==> config.mk <==
export PLATFORM = sky130hd
export DESIGN_NAME = forward_ctrl
export DESIGN_NICKNAME = d
export VERILOG_FILES = /design/src/rtl/forward_ctrl_pkg.sv /design/src/rtl/forward_ctrl_cmp.sv /design/src/rtl/forward_ctrl.sv
export SDC_FILE = /design/constraint.sdc
export NUM_CORES = 1
export LEC_CHECK = 0
export BUFFER_PORTS_ARGS = -buffer_cell sky130_fd_sc_hd__buf_2
export CAP_MARGIN = 5
export CORE_MARGIN = 4
export CORE_UTILIZATION = 30
export DETAILED_ROUTE_END_ITERATION = 8
export SYNTH_ARGS = -nofsm -noshare
export SYNTH_HDL_FRONTEND = slang
export SYNTH_SLANG_ARGS = --single-unit
==> constraint.sdc <==
create_clock -name clk_i -period 1.7 [get_ports clk_i]
set_input_delay 0.255 -clock clk_i [delete_from_list [all_inputs] [get_ports clk_i]]
set_output_delay 0.255 -clock clk_i [all_outputs]
set_load 0.02 [all_outputs]
==> src/rtl/forward_ctrl_pkg.sv <==
// -----------------------------------------------------------------------------
// forward_ctrl_pkg
//
// Shared definitions for the EX-stage forwarding / load-use hazard unit.
//   - fwd_sel_e    : encodings driven onto the 3:1 EX operand mux selects
//   - reg_addr_t   : register address as carried inside a pipeline slot
//   - slot_t       : one in-flight instruction record {valid, regwrite,
//                    memread, dst}
//   - slot_produces: "this slot will write register r" predicate
//
// Slot destinations are held at a fixed width (DST_W). Narrower register
// address spaces (REG_AW <= DST_W) are zero-extended into it. This keeps
// the record type concrete and shareable between modules.
// -----------------------------------------------------------------------------
package forward_ctrl_pkg;

    // Widest register address any instance may use.
    localparam int DST_W = 8;

    // Pipeline slot positions, youngest first.
    localparam int SLOT_EX   = 0;
    localparam int SLOT_MEM  = 1;
    localparam int SLOT_WB   = 2;
    localparam int NUM_SLOTS = 3;

    // Number of EX source operands that get a forwarding select (rs, rt).
    localparam int NUM_SRC = 2;

    typedef enum logic [1:0] {
        FWD_REG = 2'b00,  // operand from the register file
        FWD_WB  = 2'b01,  // operand from the MEM/WB result
        FWD_MEM = 2'b10   // operand from the EX/MEM result
    } fwd_sel_e;

    typedef logic [DST_W-1:0] reg_addr_t;

    typedef struct packed {
        logic      valid;
        logic      regwrite;
        logic      memread;
        reg_addr_t dst;
    } slot_t;

    localparam int    SLOT_W      = $bits(slot_t);
    localparam slot_t SLOT_BUBBLE = '0;

    // A slot produces r when it is a real instruction that writes r, and r is
    // not the hard-wired zero register.
    function automatic logic slot_produces(input slot_t s, input reg_addr_t r);
        return s.valid & s.regwrite & (s.dst == r) & (r != '0);
    endfunction

endpackage

==> src/rtl/forward_ctrl_cmp.sv <==
// -----------------------------------------------------------------------------
// fwd_cmp
//
// Computes the forwarding select for one EX source operand, given the two
// slots that can supply a bypassed value.
//
// Ports
//   ex_slot  [SLOT_W-1:0]  in   instruction currently in EX (its result will
//                               sit in EX/MEM when the consumer reaches EX)
//   mem_slot [SLOT_W-1:0]  in   instruction currently in MEM (result will sit
//                               in MEM/WB)
//   src      [DST_W-1:0]   in   source register of the instruction in ID
//   sel      [1:0]         out  FWD_MEM / FWD_WB / FWD_REG, never 2'b11
// -----------------------------------------------------------------------------
module fwd_cmp
    import forward_ctrl_pkg::*;
(
    input  logic [SLOT_W-1:0] ex_slot,
    input  logic [SLOT_W-1:0] mem_slot,
    input  logic [DST_W-1:0]  src,
    output logic [1:0]        sel
);

    slot_t ex_s;
    slot_t mem_s;

    assign ex_s  = ex_slot;
    assign mem_s = mem_slot;

    // The younger producer (EX) holds the most recent value of the register,
    // so it must win when both slots write the same destination.
    always_comb begin
        sel = FWD_REG;
        if (slot_produces(ex_s, src)) begin
            sel = FWD_MEM;
        end else if (slot_produces(mem_s, src)) begin
            sel = FWD_WB;
        end
    end

endmodule

==> src/rtl/forward_ctrl.sv <==
// -----------------------------------------------------------------------------
// forward_ctrl
//
// Forwarding and load-use hazard controller for a classic 5-stage pipeline.
// Shadows the EX, MEM and WB pipeline slots, decides the EX operand bypass
// selects one cycle ahead (registered), and raises a combinational stall when
// the instruction in ID needs the result of a load that is still in EX.
//
// Parameters
//   REG_AW  register-address width (must not exceed forward_ctrl_pkg::DST_W)
//   CNT_W   stall-counter width
//
// Ports
//   clk_i          in   1      clock, rising edge
//   rst_i          in   1      synchronous reset, active low
//   id_valid_i     in   1      ID holds a real instruction
//   id_rs_i        in   REG_AW ID source register A
//   id_rt_i        in   REG_AW ID source register B
//   id_rd_i        in   REG_AW ID destination register
//   id_regwrite_i  in   1      ID instruction writes a register
//   id_memread_i   in   1      ID instruction is a load
//   flush_i        in   1      kill the instruction in ID
//   fwd_a_sel_o    out  2      registered operand-A mux select
//   fwd_b_sel_o    out  2      registered operand-B mux select
//   stall_o        out  1      load-use stall (hold PC and IF/ID)
//   stall_cnt_o    out  CNT_W  saturating count of stall cycles
// -----------------------------------------------------------------------------
module forward_ctrl
    import forward_ctrl_pkg::*;
#(
    parameter int REG_AW = 5,
    parameter int CNT_W  = 16
) (
    input  logic              clk_i,
    input  logic              rst_i,
    input  logic              id_valid_i,
    input  logic [REG_AW-1:0] id_rs_i,
    input  logic [REG_AW-1:0] id_rt_i,
    input  logic [REG_AW-1:0] id_rd_i,
    input  logic              id_regwrite_i,
    input  logic              id_memread_i,
    input  logic              flush_i,
    output logic [1:0]        fwd_a_sel_o,
    output logic [1:0]        fwd_b_sel_o,
    output logic              stall_o,
    output logic [CNT_W-1:0]  stall_cnt_o
);

    // -------------------------------------------------------------------------
    // ID-stage decode into slot format (addresses zero-extended to DST_W)
    // -------------------------------------------------------------------------
    slot_t     id_slot;
    reg_addr_t src_ext [NUM_SRC];

    always_comb begin
        id_slot                     = SLOT_BUBBLE;
        id_slot.valid               = id_valid_i;
        id_slot.regwrite            = id_regwrite_i;
        id_slot.memread             = id_memread_i;
        id_slot.dst[REG_AW-1:0]     = id_rd_i;

        src_ext[0]                  = '0;
        src_ext[0][REG_AW-1:0]      = id_rs_i;
        src_ext[1]                  = '0;
        src_ext[1][REG_AW-1:0]      = id_rt_i;
    end

    // -------------------------------------------------------------------------
    // In-flight slots: index SLOT_EX is youngest, SLOT_WB oldest
    // -------------------------------------------------------------------------
    slot_t slot_reg  [NUM_SLOTS];
    slot_t slot_next [NUM_SLOTS];
    slot_t ex_slot;
    logic  load_hazard;
    logic  issue;

    assign ex_slot = slot_reg[SLOT_EX];

    // A load in EX cannot be bypassed to the instruction right behind it: the
    // data only exists after MEM. Register 0 is excluded because it is never
    // really written. A flushed ID instruction is dead, so it cannot stall.
    always_comb begin
        load_hazard = 1'b0;
        if (ex_slot.valid && ex_slot.memread && ex_slot.regwrite &&
            (ex_slot.dst != '0) &&
            ((ex_slot.dst == src_ext[0]) || (ex_slot.dst == src_ext[1]))) begin
            load_hazard = 1'b1;
        end
    end

    assign stall_o = id_valid_i & ~flush_i & load_hazard;

    // The ID instruction moves into EX only when it is live and not held back;
    // otherwise EX receives a bubble. Flush wins because it gates the stall.
    assign issue = id_valid_i & ~flush_i & ~stall_o;

    generate
        for (genvar gi = 0; gi < NUM_SLOTS; gi++) begin : g_slot_next
            if (gi == SLOT_EX) begin : g_ex
                assign slot_next[gi] = issue ? id_slot : SLOT_BUBBLE;
            end else begin : g_older
                assign slot_next[gi] = slot_reg[gi-1];
            end
        end
    endgenerate

    always_ff @(posedge clk_i) begin
        for (int i = 0; i < NUM_SLOTS; i++) begin
            if (!rst_i) begin
                slot_reg[i] <= SLOT_BUBBLE;
            end else begin
                slot_reg[i] <= slot_next[i];
            end
        end
    end

    // -------------------------------------------------------------------------
    // Forwarding selects: computed against the slots that will be one stage
    // further along when the ID instruction reaches EX, then registered.
    // -------------------------------------------------------------------------
    logic [1:0] cmp_sel  [NUM_SRC];
    logic [1:0] sel_next [NUM_SRC];
    logic [1:0] sel_reg  [NUM_SRC];

    generate
        for (genvar gi = 0; gi < NUM_SRC; gi++) begin : g_src
            fwd_cmp u_fwd_cmp (
                .ex_slot  (slot_reg[SLOT_EX]),
                .mem_slot (slot_reg[SLOT_MEM]),
                .src      (src_ext[gi]),
                .sel      (cmp_sel[gi])
            );

            // A bubble entering EX has no operands to bypass.
            assign sel_next[gi] = issue ? cmp_sel[gi] : FWD_REG;
        end
    endgenerate

    always_ff @(posedge clk_i) begin
        for (int i = 0; i < NUM_SRC; i++) begin
            if (!rst_i) begin
                sel_reg[i] <= FWD_REG;
            end else begin
                sel_reg[i] <= sel_next[i];
            end
        end
    end

    assign fwd_a_sel_o = sel_reg[0];
    assign fwd_b_sel_o = sel_reg[1];

    // -------------------------------------------------------------------------
    // Saturating stall counter
    // -------------------------------------------------------------------------
    logic [CNT_W-1:0] stall_cnt_reg;
    logic [CNT_W-1:0] stall_cnt_next;

    always_comb begin
        stall_cnt_next = stall_cnt_reg;
        if (stall_o && (stall_cnt_reg != '1)) begin
            stall_cnt_next = stall_cnt_reg + CNT_W'(1);
        end
    end

    always_ff @(posedge clk_i) begin
        if (!rst_i) begin
            stall_cnt_reg <= '0;
        end else begin
            stall_cnt_reg <= stall_cnt_next;
        end
    end

    assign stall_cnt_o = stall_cnt_reg;

endmodule

Yosys cells after proc, flatten, opt, wreduce, memory -nomap -nowiden
Memories as Yosys holds them, arrays and structs flattened.
Cells that the tools add are included.
Operators by class
  eq/ne operators: 5
  mux-type cells: 15
  reductions and logical operators: 9
  add/subtract/negate cells: 1
  bitwise gates (word level): 20
Operator list (count)
  2-to-1 mux 11 bit: 4
  == test 8 x 5 -> 1 bit: 4
  nonzero test 8 bit: 3
  adder 16 x 1 -> 16 bit (second input constant): 1
  != test 16 bit (second input constant): 1
  AND 1 bit: 13
  2-to-1 mux 2 bit: 6
  logical AND 1 bit: 5
  2-to-1 mux 1 bit: 5
  OR 1 bit: 5
  NOT 1 bit: 2
  logical OR 1 bit: 1
Word-level totals
  flip-flop bits (word level): 16
  memory bits (writable): 37
  output and inout bits: 21
  memories kept: 2
Memories
  slot_reg: words 3, width 11, read ports 2, clocked after memory_dff 0, write ports 3, RTL line forward_ctrl.sv:71  | slot_t slot_reg [NUM_SLOTS];
  sel_reg: words 2, width 2, read ports 2, clocked after memory_dff 0, write ports 2, RTL line forward_ctrl.sv:123  | logic [1:0] sel_reg [NUM_SRC];

Logic depth before layout (Yosys ltp)
An unclocked memory read counts as a cell.
  depth in word-level cells: 11
  mapped depth: 6

By module
Synthesis repeated with hierarchy kept, for this count alone.
Second synthesis, totals
  cell total of the unflattened synthesis: 213
  area, all modules: 1976.9 um^2
Modules (own cells, without submodules)
  forward_ctrl: area an instance 1526.5 um^2, instances 1, cells an instance 159
  fwd_cmp: area an instance 225.2 um^2, instances 2, cells an instance 27

Least setup slack after synthesis
No wires, ideal clock.
  kind: reg-to-reg
  start point: register stall_cnt_reg[0], in the netlist stall_cnt_o[0]
  end point: register stall_cnt_reg[4], in the netlist stall_cnt_o[4]
  library setup time: 72 ps
  cell stages (with the launch flop): 7
  data arrival time: 1695 ps
  setup slack: -67 ps
  path buffers: 0
  cells stage by stage: dfxtp_1 -> ha_1 -> nand4_1 -> o21ai_0 -> a211o_1 -> or3_1 -> a21oi_1
Between the ends
  word-level cells in the longest chain between the ends: 2
  elaborated cells between the ends (all ways): 3
  those cells by class: add/sub (1); eq/ne (1); reduce/logical (1)
RTL lines
  start: declaration: RTL line forward_ctrl.sv:155  | logic [CNT_W-1:0] stall_cnt_reg;
  start signal: assignment: RTL line forward_ctrl.sv:169  | stall_cnt_reg <= stall_cnt_next;
  parallel branches: the longest is 2 deep, another holds adder 16 x 1 -> 16 bit
Several ways; the timed one is not identified.
A chain may end at the register's enable or synchronous reset.

==> results by stage <==
Yosys:
- The portion of synthesized cell area occupied by the leading cell type is 0.4242.
- The cell accounting for the most synthesized area is sky130_fd_sc_hd__dfxtp_1.
- The flip-flop and latch count after synthesis is 35.
- The gate count after technology mapping is ~180.
- In the synthesized netlist the async set-or-reset flop fraction comes to 0.
- The share of synthesized area occupied by flip-flops and latches is 0.4242.
- The number of nets handed over by synthesis was about 200.
- The average cell area after synthesis is a little over 9 sq um.
- The summed instance area of the synthesized netlist is ~0.0017 sq mm.
- The number of synthesis warnings is 0.
- The count of unique library cells instantiated by Yosys is 31.
- Sorting the synthesized cells by area gives the leading types as sky130_fd_sc_hd__dfxtp_1, sky130_fd_sc_hd__xor2_1, sky130_fd_sc_hd__xnor2_1.
- The count of flip-flops with a built-in enable after synthesis is 0.
- For this run, the leading register cell type out of synthesis is sky130_fd_sc_hd__dfxtp_1.

Finish:
- Relative to the synthesized area, the layout overhead comes to 49.85%.
- Leaving out fill and tap cells, the most frequent cells in the layout are sky130_fd_sc_hd__buf_2, sky130_fd_sc_hd__buf_4, sky130_fd_sc_hd__dfxtp_1.
- For this run, the share of the core covered by cells in the final layout is 0.4755.
- The flip-flop count of the largest register, all copies and words added is 16.
- Of the cells placed in the final design, the portion with a size suffix greater than 1 is 0.4265.
- Once layout is done, the placed cells without fillers occupy roughly 0.0025 sq mm.
- The net total in the final layout is a little under 300.
- The number of antenna cells inserted is 0.
- The number of fillers in the final layout is ~520.

Clocking:
- In this run the clock root is driven by a sky130_fd_sc_hd__clkbuf_8.
- The total clock buffers created by CTS is 5.
- The number of buffers inserted for hold repair after clock tree synthesis is 0.
- The H-tree generated during clock tree synthesis spans 2 levels.
- The number of sinks driven by the clock tree is 35.
- For the worst-skew pair, the clock arrives at the later sink with an insertion delay of roughly 0.29 ns.
- Clock-pin slew was measured on the worst setup and hold paths at 0.07 ns.
- The clock tree from TritonCTS is yes.
- No sink is reached through more buffers than the 2 on the longest clock path.

GRT:
- The met2 track demand over resource in global routing is 0.2236.
- The initial antenna violation count came to 0.
- The final global-route overflow total is 0.
- The global routing's busiest layer is met2.
- Entering global routing, the biggest net connects 26 pins.
- The global router's overall resource usage is 0.1432.
- The first global-routing pass estimated about 7.3 mm of wire.
- The number of global-route vias before repair was around 1600.
- The global-route met1 utilization is 0.1828.
- For met3 alone, demand over resource in global routing was 0.04447.

Worst setup path:
- The critical path is of the flip-flop to flip-flop type.
- For the worst setup path, the data required time is roughly 1.9 ns.
- The worst setup path is launched from a flip-flop.
- Walking the worst path, the cells encountered are xor2_2 > nor3_2 > nand3_2 > buf_4 > buf_6 > a211o_1 > or3_4 > a21oi_2.
- The end of the worst register-to-register path is stall_cnt_o[4].
- The highest-delay cell along the critical path is sky130_fd_sc_hd__or3_4.
- The reg-to-reg setup timing slack is -0.24 ns.
- The startpoint of the most critical register-to-register path is slot_reg[0][4].
- The number of cells on the worst reg-to-reg path is 8.
- The buffers plus inverters on the worst setup path is 2.
- STA classifies the critical path endpoint as a flip-flop.
- Of all nets on the critical path, the largest fanout is 4.
- The highest cell delay on the worst timing path is 0.38 ns.
- Among cell families on the critical path, the largest total delay comes from simple AND/OR/NAND/NOR gates.
- The data arrival time of the critical path is roughly 2.2 ns.

Floorplan:
- The width of the die is slightly above 80 um.
- During I/O placement, the number of pins put on the boundary was 42.
- The die covers roughly 0.0068 sq mm.
- The area of the core is 0.005205 sq mm.
- The initial utilization of the core area, before any placement, comes to 0.3173.
- The die extent in y is between 80 and 90 um.
- The row count is 26.

STA:
- The worst slew margin relative to its limit is 0.7544.
- For the finished layout, the period the worst path requires is ~1.9 ns.
- Once routing completed, OpenROAD measured the worst setup slack at -0.2393 ns.
- Setup repair after global routing could not meet its margin everywhere.
- The number of pins exceeding their max-slew limit in the final report was 0.
- The final number of setup-violating endpoints is 19.
- Static timing analysis puts the maximum clock frequency at 0.5156 GHz.
- At the pin with the least slew margin, the transition time is 0.3673 ns.
- The final clock skew is between 0.007 and 0.008 ns.
- The final hold violation count is 0.
- The final critical-path share of the clock period is 1.141.

Drt:
- The total length of routed wires is around 4.5 mm.
- The number of DRC markers in iteration 0 is 56.
- After detailed routing, the number of vias per cell comes to about 4.7.
- The post-route antenna net violation count is 0.
- The post-route DRC violation count is 0.
- The first detailed-routing pass took 4 iterations.
- Summing over every cut layer, the via total after detailed routing is 1596.
- The average routed wire per standard cell is between 10 and 15 um.

Power:
- IR analysis of the VDD net gives a maximum drop of 0.2285 mV.
- Dividing total power by cell area gives a power density of 618.1 mW/mm^2.
- The leakage dissipation is roughly 1.1 nW.

Placed design:
- After detailed placement, the total cell area comes to approximately 0.0022 sq mm.
- The HPWL after detailed placement is 3.296 mm.
- Input and output buffers added on the ports amount to 41.
- The final weighted congestion in routability-driven placement is 0.8631.

Min path:
- The worst hold path was traced through 2 stages.
- The origin of the worst min-delay path is id_rd_i[3].
- The worst hold path belongs to the class input port to flip-flop.
- The terminating pin of the worst hold path is slot_reg[0][3].

Outcome:
- The final reports fail on negative setup slack.
- The flow ran to the end, but the final reports show violations.

Job:
- The max-cap check violation count is 0.
-- worst max path at each step --
stage | startpoint | cells past startpoint | end | slack, ns
2_1_floorplan | slot_reg[0][1] | 6 | stall_cnt_o[4] | 0.007
3_3_place_gp | id_rs_i[1] | 8 | stall_cnt_o[4] | -0.15
3_5_place_dp | slot_reg[0][1] | 6 | sel_reg[1][1] | -0.21
4_1_cts | slot_reg[0][4] | 7 | stall_o | -0.20
5_1_grt | slot_reg[0][4] | 7 | stall_o | -0.37
6_report | slot_reg[0][4] | 8 | stall_cnt_o[4] | -0.24
-- logic make-up (layout without fill, tap and decap cells) --
logic type                 Yosys count  in the layout  share of synthesized area
buffers and inverters                4             94                   0.009088
xor gates and xnor gates            24             24                     0.1273
DFF                                 35             35                     0.4242
adders and majority gates            1              1                   0.007575
muxes                                8              8                    0.04849
AOI/OAI and AO/OA                   15             15                    0.06288
and+or+nand+nor                     95             95                     0.3204
-- area by class of cell --
| cell class | instances | area [sq um] | area share |
|---|---|---|---|
| Multi-Input combinational cell | 143 | 1030 | 0.4161 |
| Sequential cell | 35 | 709.4 | 0.2867 |
| Timing Repair Buffer | 86 | 568.0 | 0.2295 |
| Tap cell | 70 | 87.58 | 0.03539 |
| Clock buffer | 6 | 72.57 | 0.02932 |
| Inverter | 2 | 7.507 | 0.003033 |
-- cells in the mapped netlist, types with 2 or more instances --
cell / number
sky130_fd_sc_hd__dfxtp_1: 35
sky130_fd_sc_hd__nand2_1: 18
sky130_fd_sc_hd__and2_1: 15
sky130_fd_sc_hd__xor2_1: 13
sky130_fd_sc_hd__nand3_1: 11
sky130_fd_sc_hd__nor2_1: 11
sky130_fd_sc_hd__xnor2_1: 11
sky130_fd_sc_hd__nand2b_1: 9
sky130_fd_sc_hd__mux2i_1: 8
sky130_fd_sc_hd__nor3_1: 7
sky130_fd_sc_hd__o21ai_0: 5
sky130_fd_sc_hd__a21oi_1: 4
sky130_fd_sc_hd__and4_1: 4
sky130_fd_sc_hd__nand4_1: 4
sky130_fd_sc_hd__or3_1: 3
sky130_fd_sc_hd__or4_1: 3
sky130_fd_sc_hd__a211oi_1: 2
sky130_fd_sc_hd__and3_1: 2
sky130_fd_sc_hd__and3b_1: 2
sky130_fd_sc_hd__clkbuf_1: 2
sky130_fd_sc_hd__nand3_2: 2
sky130_fd_sc_hd__nor4_1: 2
-- stage by stage --
stage	cells	total power, mW	hold slack, ns	worst slack, ns	TNS, ns
2_1_floorplan	182	0.9098	0.3767	0.007269	0
3_3_place_gp	327	0.9830	0.4601	-0.1519	-1.913
3_5_place_dp	327	0.9846	0.4569	-0.2083	-2.769
4_1_cts	339	1.549	0.1570	-0.1971	-2.618
5_1_grt	342	1.594	0.1644	-0.3687	-4.649
6_report	342	1.530	0.1684	-0.2393	-2.445
-- repair_timing --
action,CTS,global route
pin swaps,15,7
endpoints found under the setup margin,26,29
gates resized for setup,15,17
cloned,0,0
setup buffers,6,3
-- power by group --
part / leakage (nW) / switching [mW] / internal [mW] / total (mW)
sequential: 0.286 / 0.00755 / 0.828 / 0.835
combinational: 0.766 / 0.0706 / 0.0739 / 0.145
clock: 0.0371 / 0.277 / 0.273 / 0.550
-- layer usage --
layer,vias up,share of wire
met1,737,0.45
li1,814,-
met4,0,0.015
met2,40,0.48
met5,-,0
met3,5,0.059
(Power assumes the default switching activity.)
